--- config.mk ---
export PLATFORM = sky130hd
export DESIGN_NAME = atm_ctrl_p
export DESIGN_NICKNAME = d
export VERILOG_FILES = /design/src/rtl/atm_pkg.sv /design/src/rtl/atm_lock_timer.sv /design/src/rtl/atm_ctrl_p.sv
export SDC_FILE = /design/constraint.sdc
export NUM_CORES = 1
export LEC_CHECK = 0
export BUFFER_PORTS_ARGS = -buffer_cell sky130_fd_sc_hd__buf_4
export CAP_MARGIN = 20
export CORE_MARGIN = 3
export CORE_UTILIZATION = 52
export CTS_CLUSTER_SIZE = 40
export DETAILED_ROUTE_END_ITERATION = 6
export GPL_ROUTABILITY_DRIVEN = 0
export PLACE_DENSITY_LB_ADDON = 0.25
export SYNTH_ARGS = -nofsm -noshare
export SYNTH_HDL_FRONTEND = slang
export SYNTH_SLANG_ARGS = --single-unit
--- constraint.sdc ---
create_clock -name clk -period 7.5 [get_ports clk]
set_input_delay 0.375 -clock clk [delete_from_list [all_inputs] [get_ports clk]]
set_output_delay 0.375 -clock clk [all_outputs]
set_load 0.01 [all_outputs]
--- src/rtl/atm_pkg.sv ---
// rtl/atm_pkg.sv - shared state and operation codes for the ATM session controller
package atm_pkg;

  typedef enum logic [1:0] {
    IDLE     = 2'b00,
    WAIT_PIN = 2'b01,
    MENU     = 2'b10,
    LOCKED   = 2'b11
  } atm_state_e;

  localparam logic [1:0] SEL_DEP  = 2'b00;
  localparam logic [1:0] SEL_WD   = 2'b01;
  localparam logic [1:0] SEL_ENQ  = 2'b10;
  localparam logic [1:0] SEL_EXIT = 2'b11;

endpackage

--- src/rtl/atm_lock_timer.sv ---
// rtl/atm_lock_timer.sv - loadable down-counter that holds at zero and flags expiry
module atm_lock_timer #(
  parameter int W = 4
) (
  input  logic         clk,
  input  logic         rst,
  input  logic         load_i,
  input  logic [W-1:0] load_val_i,
  input  logic         en_i,
  output logic         expired_o
);

  logic [W-1:0] cnt_q;

  always_ff @(posedge clk) begin
    if (rst) begin
      cnt_q <= '0;
    end else if (load_i) begin
      cnt_q <= load_val_i;
    end else if (en_i && (cnt_q != '0)) begin
      cnt_q <= cnt_q - 1'b1;
    end
  end

  assign expired_o = (cnt_q == '0);

endmodule

--- src/rtl/atm_ctrl_p.sv ---
// rtl/atm_ctrl_p.sv - ATM session FSM with PIN retry/lockout and balance datapath
module atm_ctrl_p
  import atm_pkg::*;
#(
  parameter int PIN_W       = 4,
  parameter int AMT_W       = 8,
  parameter int MAX_TRIES   = 3,
  parameter int LOCK_CYCLES = 16
) (
  input  logic                               clk,
  input  logic                               rst,
  input  logic                               card_in,
  input  logic                               bal_load,
  input  logic [AMT_W-1:0]                   bal_in,
  input  logic [PIN_W-1:0]                   prefed,
  input  logic                               pin_valid,
  input  logic [PIN_W-1:0]                   pin,
  input  logic                               op_valid,
  input  logic [1:0]                         sel,
  input  logic [AMT_W-1:0]                   amt,
  output logic [AMT_W-1:0]                   balance,
  output logic                               pin_ok,
  output logic                               pin_err,
  output logic                               locked,
  output logic                               done,
  output logic                               wd_err,
  output logic                               ovf_err,
  output logic [$clog2(MAX_TRIES+1)-1:0]     tries
);

  localparam int TW  = $clog2(MAX_TRIES + 1);
  localparam int LCW = (LOCK_CYCLES > 1) ? $clog2(LOCK_CYCLES) : 1;

  atm_state_e     state_q;
  logic [AMT_W-1:0] bal_q;
  logic [TW-1:0]  tries_q;
  logic           pin_ok_q, pin_err_q, locked_q, done_q, wd_err_q, ovf_err_q;

  logic [AMT_W:0]   sum_d;
  logic [TW-1:0]    tries_d;
  logic             pin_bad, lock_load, lock_expired;

  assign sum_d     = {1'b0, bal_q} + {1'b0, amt};
  assign tries_d   = tries_q + 1'b1;
  assign pin_bad   = (state_q == WAIT_PIN) && pin_valid && (pin != prefed);
  // Timer is armed on the same edge that enters LOCKED.
  assign lock_load = pin_bad && (tries_d == TW'(MAX_TRIES));

  atm_lock_timer #(.W(LCW)) u_lock_timer (
    .clk        (clk),
    .rst        (rst),
    .load_i     (lock_load),
    .load_val_i (LCW'(LOCK_CYCLES - 1)),
    .en_i       (state_q == LOCKED),
    .expired_o  (lock_expired)
  );

  always_ff @(posedge clk) begin
    if (rst) begin
      state_q   <= IDLE;
      bal_q     <= '0;
      tries_q   <= '0;
      pin_ok_q  <= 1'b0;
      pin_err_q <= 1'b0;
      locked_q  <= 1'b0;
      done_q    <= 1'b0;
      wd_err_q  <= 1'b0;
      ovf_err_q <= 1'b0;
    end else begin
      pin_err_q <= 1'b0;
      done_q    <= 1'b0;
      wd_err_q  <= 1'b0;
      ovf_err_q <= 1'b0;
      case (state_q)
        IDLE: begin
          if (bal_load) bal_q <= bal_in;
          if (card_in) state_q <= WAIT_PIN;
        end
        WAIT_PIN: begin
          if (pin_valid) begin
            if (pin == prefed) begin
              state_q  <= MENU;
              pin_ok_q <= 1'b1;
              tries_q  <= '0;
            end else begin
              tries_q   <= tries_d;
              pin_err_q <= 1'b1;
              if (lock_load) begin
                state_q  <= LOCKED;
                locked_q <= 1'b1;
              end
            end
          end
        end
        MENU: begin
          if (op_valid) begin
            done_q <= 1'b1;
            case (sel)
              SEL_DEP: begin
                if (sum_d[AMT_W]) ovf_err_q <= 1'b1;
                else              bal_q     <= sum_d[AMT_W-1:0];
              end
              SEL_WD: begin
                if (amt > bal_q) wd_err_q <= 1'b1;
                else             bal_q    <= bal_q - amt;
              end
              SEL_ENQ: ;
              default: begin
                pin_ok_q <= 1'b0;
                tries_q  <= '0;
                state_q  <= IDLE;
              end
            endcase
          end
        end
        LOCKED: begin
          if (lock_expired) begin
            state_q  <= IDLE;
            locked_q <= 1'b0;
            tries_q  <= '0;
          end
        end
        default: state_q <= IDLE;
      endcase
    end
  end

  assign balance = bal_q;
  assign pin_ok  = pin_ok_q;
  assign pin_err = pin_err_q;
  assign locked  = locked_q;
  assign done    = done_q;
  assign wd_err  = wd_err_q;
  assign ovf_err = ovf_err_q;
  assign tries   = tries_q;

endmodule

# Word-level counts from Yosys, hierarchy flattened
# Index checks and enable logic that the tools add are counted.
# totals
in_bits	32
ff_bits	22
wordCells	98
output_inout_bits	16
# op_classes
n_eq_ne	21
mux	33
magnitude_cmp	1
reduce_logical	23
add_sub_neg	4
n_bitwise	6
# ops
cell	n
$mux W8	4
$pmux W8 S2	2
$mux W2	9
$ne A2 B2 Y1 const B	8
$reduce_and A5 Y1	3
$mux W1	12
$reduce_and A6 Y1	2
$add A8 B8 Y9	1
$eq A2 B2 Y1 const B	4
$gt A8 B8 Y1	1
$mux W4	2
$pmux W2 S4	1
$reduce_bool A2 Y1	4
$reduce_or A4 Y1	2
$sub A8 B8 Y8	1
$ne A3 B2 Y1 const B	2
$ne A3 B3 Y1 const B	2
$not A1 Y1	6
$pmux W2 S3	1
$reduce_or A3 Y1	2
$eq A2 B1 Y1 const B	2
$eq A4 B4 Y1	1
$logic_and A1 B1 Y1	4
$logic_not A2 Y1	2
other kinds (9)	10

# Depth between registers and ports, before layout
# depth
word_depth	8
mapped_depth	12
ltp_nobuf	11

# Modules after synthesis
# From an unflattened synthesis, not the netlist that was laid out.
# hier_totals
hier_cells	223
hier_area_um2	1889.3
# modules_own_cells
mod	area_per_inst_um2	seq_area_each_um2	cells_each	instances
atm_ctrl_p	1626.6	360.3	194	1
atm_lock_timer	262.8	80.1	29	1

# Worst setup path after synthesis
# OpenSTA, ideal clock, no wires.
# synth_timing
kind	register to register
startpoint	register bal_q[0], in the netlist balance[0]
endpoint	register bal_q[4], in the netlist balance[4]
path_stages_with_launch	13
setup_time_ns	0.128
slack_ns	5.071
required_ns	7.372
arrival_time_ns	2.301
synth_period_minus_slack_ns	2.429
n_path_buf	1
path_cell_list	dfxtp_1 > inv_1 > ha_1 > inv_1 > fa_1 > a21o_1 > a221oi_2 > nor2_2 > a2111oi_4 > o41ai_2 > buf_6 > mux2i_1 > nor2_1
# synth_between
elab_chain_cells	5
word_cells_on_any_way	11
classes_between	2 x add/sub; 1 x order compare; 2 x eq/ne; 5 x mux; 1 x reduce/logical
# synth_lines
item	line_no	source
from (decl)	atm_ctrl_p.sv:35	logic [AMT_W-1:0] bal_q;
from (signal assigned)	atm_ctrl_p.sv:76	if (bal_load) bal_q <= bal_in;
from (signal assigned)	atm_ctrl_p.sv:101	else bal_q <= sum_d[AMT_W-1:0];
from (signal assigned)	atm_ctrl_p.sv:105	else bal_q <= bal_q - amt;
$sub A8 B8 Y8 / $add A8 B8 Y9 (equally long branches)	atm_ctrl_p.sv:105, atm_ctrl_p.sv:43	
$mux W8 (on tied branches)	atm_ctrl_p.sv:104, atm_ctrl_p.sv:100	
$pmux W8 S2	atm_ctrl_p.sv:98	case (sel)
$mux W8	atm_ctrl_p.sv:96	if (op_valid) begin
$pmux W8 S2	atm_ctrl_p.sv:74	case (state_q)
# Parallel ways exist; a longest one is shown, timed or not. The select of a mux whose other input is x is not followed.
# A chain may end at the register's enable or synchronous reset.

# Worst setup path after layout
# layout_timing
startpoint	register bal_q[0], in the netlist balance[0]
endpoint	register bal_q[1], in the netlist balance[1]
# Same word-level chain as after synthesis.

==> metrics.md <==
| Metric | Value |
|---|---|
| ANT cells | 0 |
| Final Util | 68.3% |
| Std-Cell Core Area | 3150 um^2 |
| Least-Margin Pin Slew | 0.630 ns |
| Synthesized net count | 266 |
| Hold Path Class | in2reg |
| Seq/Total Area, Yosys | 24.9% |
| Unrepaired setup endpoints after global routing | no |
| CTS clock-pin slew for the worst setup and hold paths | 0.11 ns |
| CP delay by family, top | compound AO/OA/AOI/OAI gates |
| Main area contributors after synthesis | dfxtp_1 25%, ha_1 13%, a21oi_1 5.4% |
| Post-synth cell types | 47 |
| Final Setup Violations | 0 |
| Fin Setup TNS | 0 ns |
| Layout Skew | 0.00464 ns |
| Worst path max stage delay | 0.38 ns |
| Slowest-stage cell, CP | fa_1 |
| Synth top area share | 24.9% |
| Fin crit share | 34.5% |
| Hold Fails Final Rpt | 0 |
| Gr usage total | 19.5% |
| Arrival time worst endpoint | 2.82 ns |
| Slew Limit Fails | 0 |
| Die Ht | 64.3 um |
| Max IR drop VDD | 0.0941 mV |
| DIE AREA | 4130 um^2 |
| Clock latency on the worst-skew pair | 0.29 ns |
| Cell mode on critical path | inv_1 |
| Critical path type | reg2reg |
| Slew HR | 57.9% |
| Top_reg_cell synth | dfxtp_1 |
| Startpoint types | flop |
| # port buffers | 47 |
| P per Cell Area | 126 nW/um^2 |
| Hold_sp | bal_in[7] |
| Final WL | 3840 um |
| Yosys top cell by area | dfxtp_1 |
| Crit. Startpoint | balance[0] |
| Layout cells sized above 1 | 25.8% |
| FF+latch count, synth | 22 |
| Final Net Count | 310 |
| R2r startpoint | balance[0] |
| Post-cts resize count | 0 |
| Largest net degree at the start of global routing | 22 |
| Highest clock rate | 387 MHz |
| CP bufs+invs | 3 |
| GR Overflow Total | 0 |
| H-tree Lvls | 1 |
| Vias in the first global route | 1,517 |
| First-pass GRT wire length | 6570 um |
| DP Wirelength | 3060 um |
| Routed via count | 1,608 |
| Inst Count DP | 297 |
| Num rows | 20 |
| Period minus WS final | 2.59 ns |
| DR DRC count | 0 |
| CP Max Fanout | 15 |
| Vias per cell | 5.36 |
| Commonest non-fill, non-tap cell in the layout | buf_4 |
| DRT iter0 DRCs | 188 |
| Num CTS Buffers | 3 |
| Synthesis-to-finish area growth | 21.8% |
| Commonest cells after routing, fill and taps aside | 48 x buf_4, 22 x dfxtp_1, 21 x nor2_1 |
| Fillers | 287 |
| Starting Density | 56.0% |
| Die X | 64.3 um |
| DR WL/cell | 12.8 um |
| Async set-reset flop share out of synthesis | 0% |
| Status | completed |
| Synth Warn # | 0 |
| CTS Buffer Depth | 2 |
| Leak | 0.983 nW |
| CTS sink cnt | 22 |
| Routed Antenna Nets | 0 |
| 1st-pass router iterations | 4 |
| CTS hold repair buffers | 0 |
| Syn Inst Count | 214 |
| Clk root buf | clkbuf_4 |
| CTS tree | done |
| CP Cell Sequence | inv_1, ha_1, inv_1, fa_1, a21o_1, a221oi_2, nor2_2, a2111oi_4, o41ai_2, buf_4, nand2b_1, a21oi_1 |
| CP endpoint kind | flop |
| Worst EP required | 7.74 ns |
| Post-CTS Setup Bufs | 0 |
| Max-cap violation count | 0 |
| Netlist Area Pre-Place | 1770 um^2 |
| Mean post-synth cell area | 8.26 um^2 |
| Num ports | 48 |
| Finished Layout Cells | 300 |
| Initial antenna violation count | 0 |
| Post-synth EDFFs | 0 |
[power by group]
group,internal (W),switching [W],leakage (nW)
Combinational,0.0000455,0.0000468,0.790
Sequential,0.000121,0.00000652,0.179
Clock,0.0000187,0.0000323,0.0138
Total,0.000186,0.0000857,0.983
[layout make-up]
class | instances | area, um^2 | area share (%)
inverters | 19 | 71.3 | 3.31
clock buffers | 3 | 22.5 | 1.05
multi-input cells | 164 | 1200 | 55.9
repair buffers | 48 | 360 | 16.7
flip-flops and latches | 22 | 440 | 20.5
well taps | 44 | 55.1 | 2.56
[per-stage QoR]
stage	instance area [um^2]	hold slack, ns	setup WS [ns]	power (W)
after floorplan	1770	0.466	5.07	0.000192
after global placement	2130	0.451	4.89	0.000221
after detailed placement	2130	0.453	4.85	0.000222
after CTS	2150	0.367	4.90	0.000273
after global routing	2150	0.354	4.68	0.000291
final	2150	0.374	4.91	0.000271
[cells by family (layout without fill, tap and decap cells)]
| group | Yosys count | count (layout) | share of synthesized area [%] |
|---|---|---|---|
| AO/OA/AOI/OAI | 55 | 55 | 23.7 |
| adder cells (fa/ha/maj) | 20 | 20 | 15.0 |
| multiplexers | 4 | 4 | 2.41 |
| AND/OR/NAND/NOR | 73 | 73 | 21.0 |
| flip-flops | 22 | 22 | 24.9 |
| XOR/XNOR | 12 | 12 | 5.95 |
| buffers and inverters | 28 | 70 | 7.01 |
[per-layer routing]
| layer | global-route usage (%) | share of wire, % | wire [um] | vias up |
|---|---|---|---|---|
| met5 | 0 | 0 | 0 | - |
| met4 | 5.54 | 0.34 | 13 | 0 |
| met3 | 1.93 | 3.9 | 151 | 2 |
| met2 | 31.7 | 49 | 1870 | 37 |
| met1 | 27.4 | 47 | 1810 | 732 |
| li1 | - | - | - | 837 |
[registers in the layout, summed over array words and instances, names as in the netlist, 2 cells and up]
signal / count
balance: 8
u_lock_timer.cnt_q: 4
state_q: 2
tries: 2
[Yosys cell counts (2+ instances only)]
library cell	count
a211oi_2	2
a21o_1	2
a21oi_1	19
a221oi_2	2
a311oi_2	2
a31oi_1	3
and3_1	3
buf_6	2
clkbuf_1	6
dfxtp_1	22
fa_1	2
ha_1	18
inv_1	19
mux2_2	2
mux2i_1	2
nand2_1	14
nand2b_1	7
nand3_1	4
nand3b_1	2
nor2_1	21
nor2_2	3
nor2b_1	3
nor3_1	5
nor3b_1	3
nor4_1	3
o211ai_1	4
o21ai_0	8
or2_2	2
xnor2_1	5
xor2_1	7
[final timing paths]
check             slack (ns)  cells after the start    endpoint
setup / recovery        4.91                     12  balance[1]
hold reg to reg         0.47                      2      locked
hold / removal          0.37                      3  balance[7]
setup reg to reg        4.91                     12  balance[1]
[worst reg2reg max path, stage by stage (launching register included)]
cell and delay (ns):
dfxtp_1 0.36, inv_1 0.07, ha_1 0.16, inv_1 0.06
fa_1 0.38, a21o_1 0.20, a221oi_2 0.28, nor2_2 0.09
a2111oi_4 0.35, o41ai_2 0.11, buf_4 0.21, nand2b_1 0.15
a21oi_1 0.13
(Power assumes the default switching activity.)
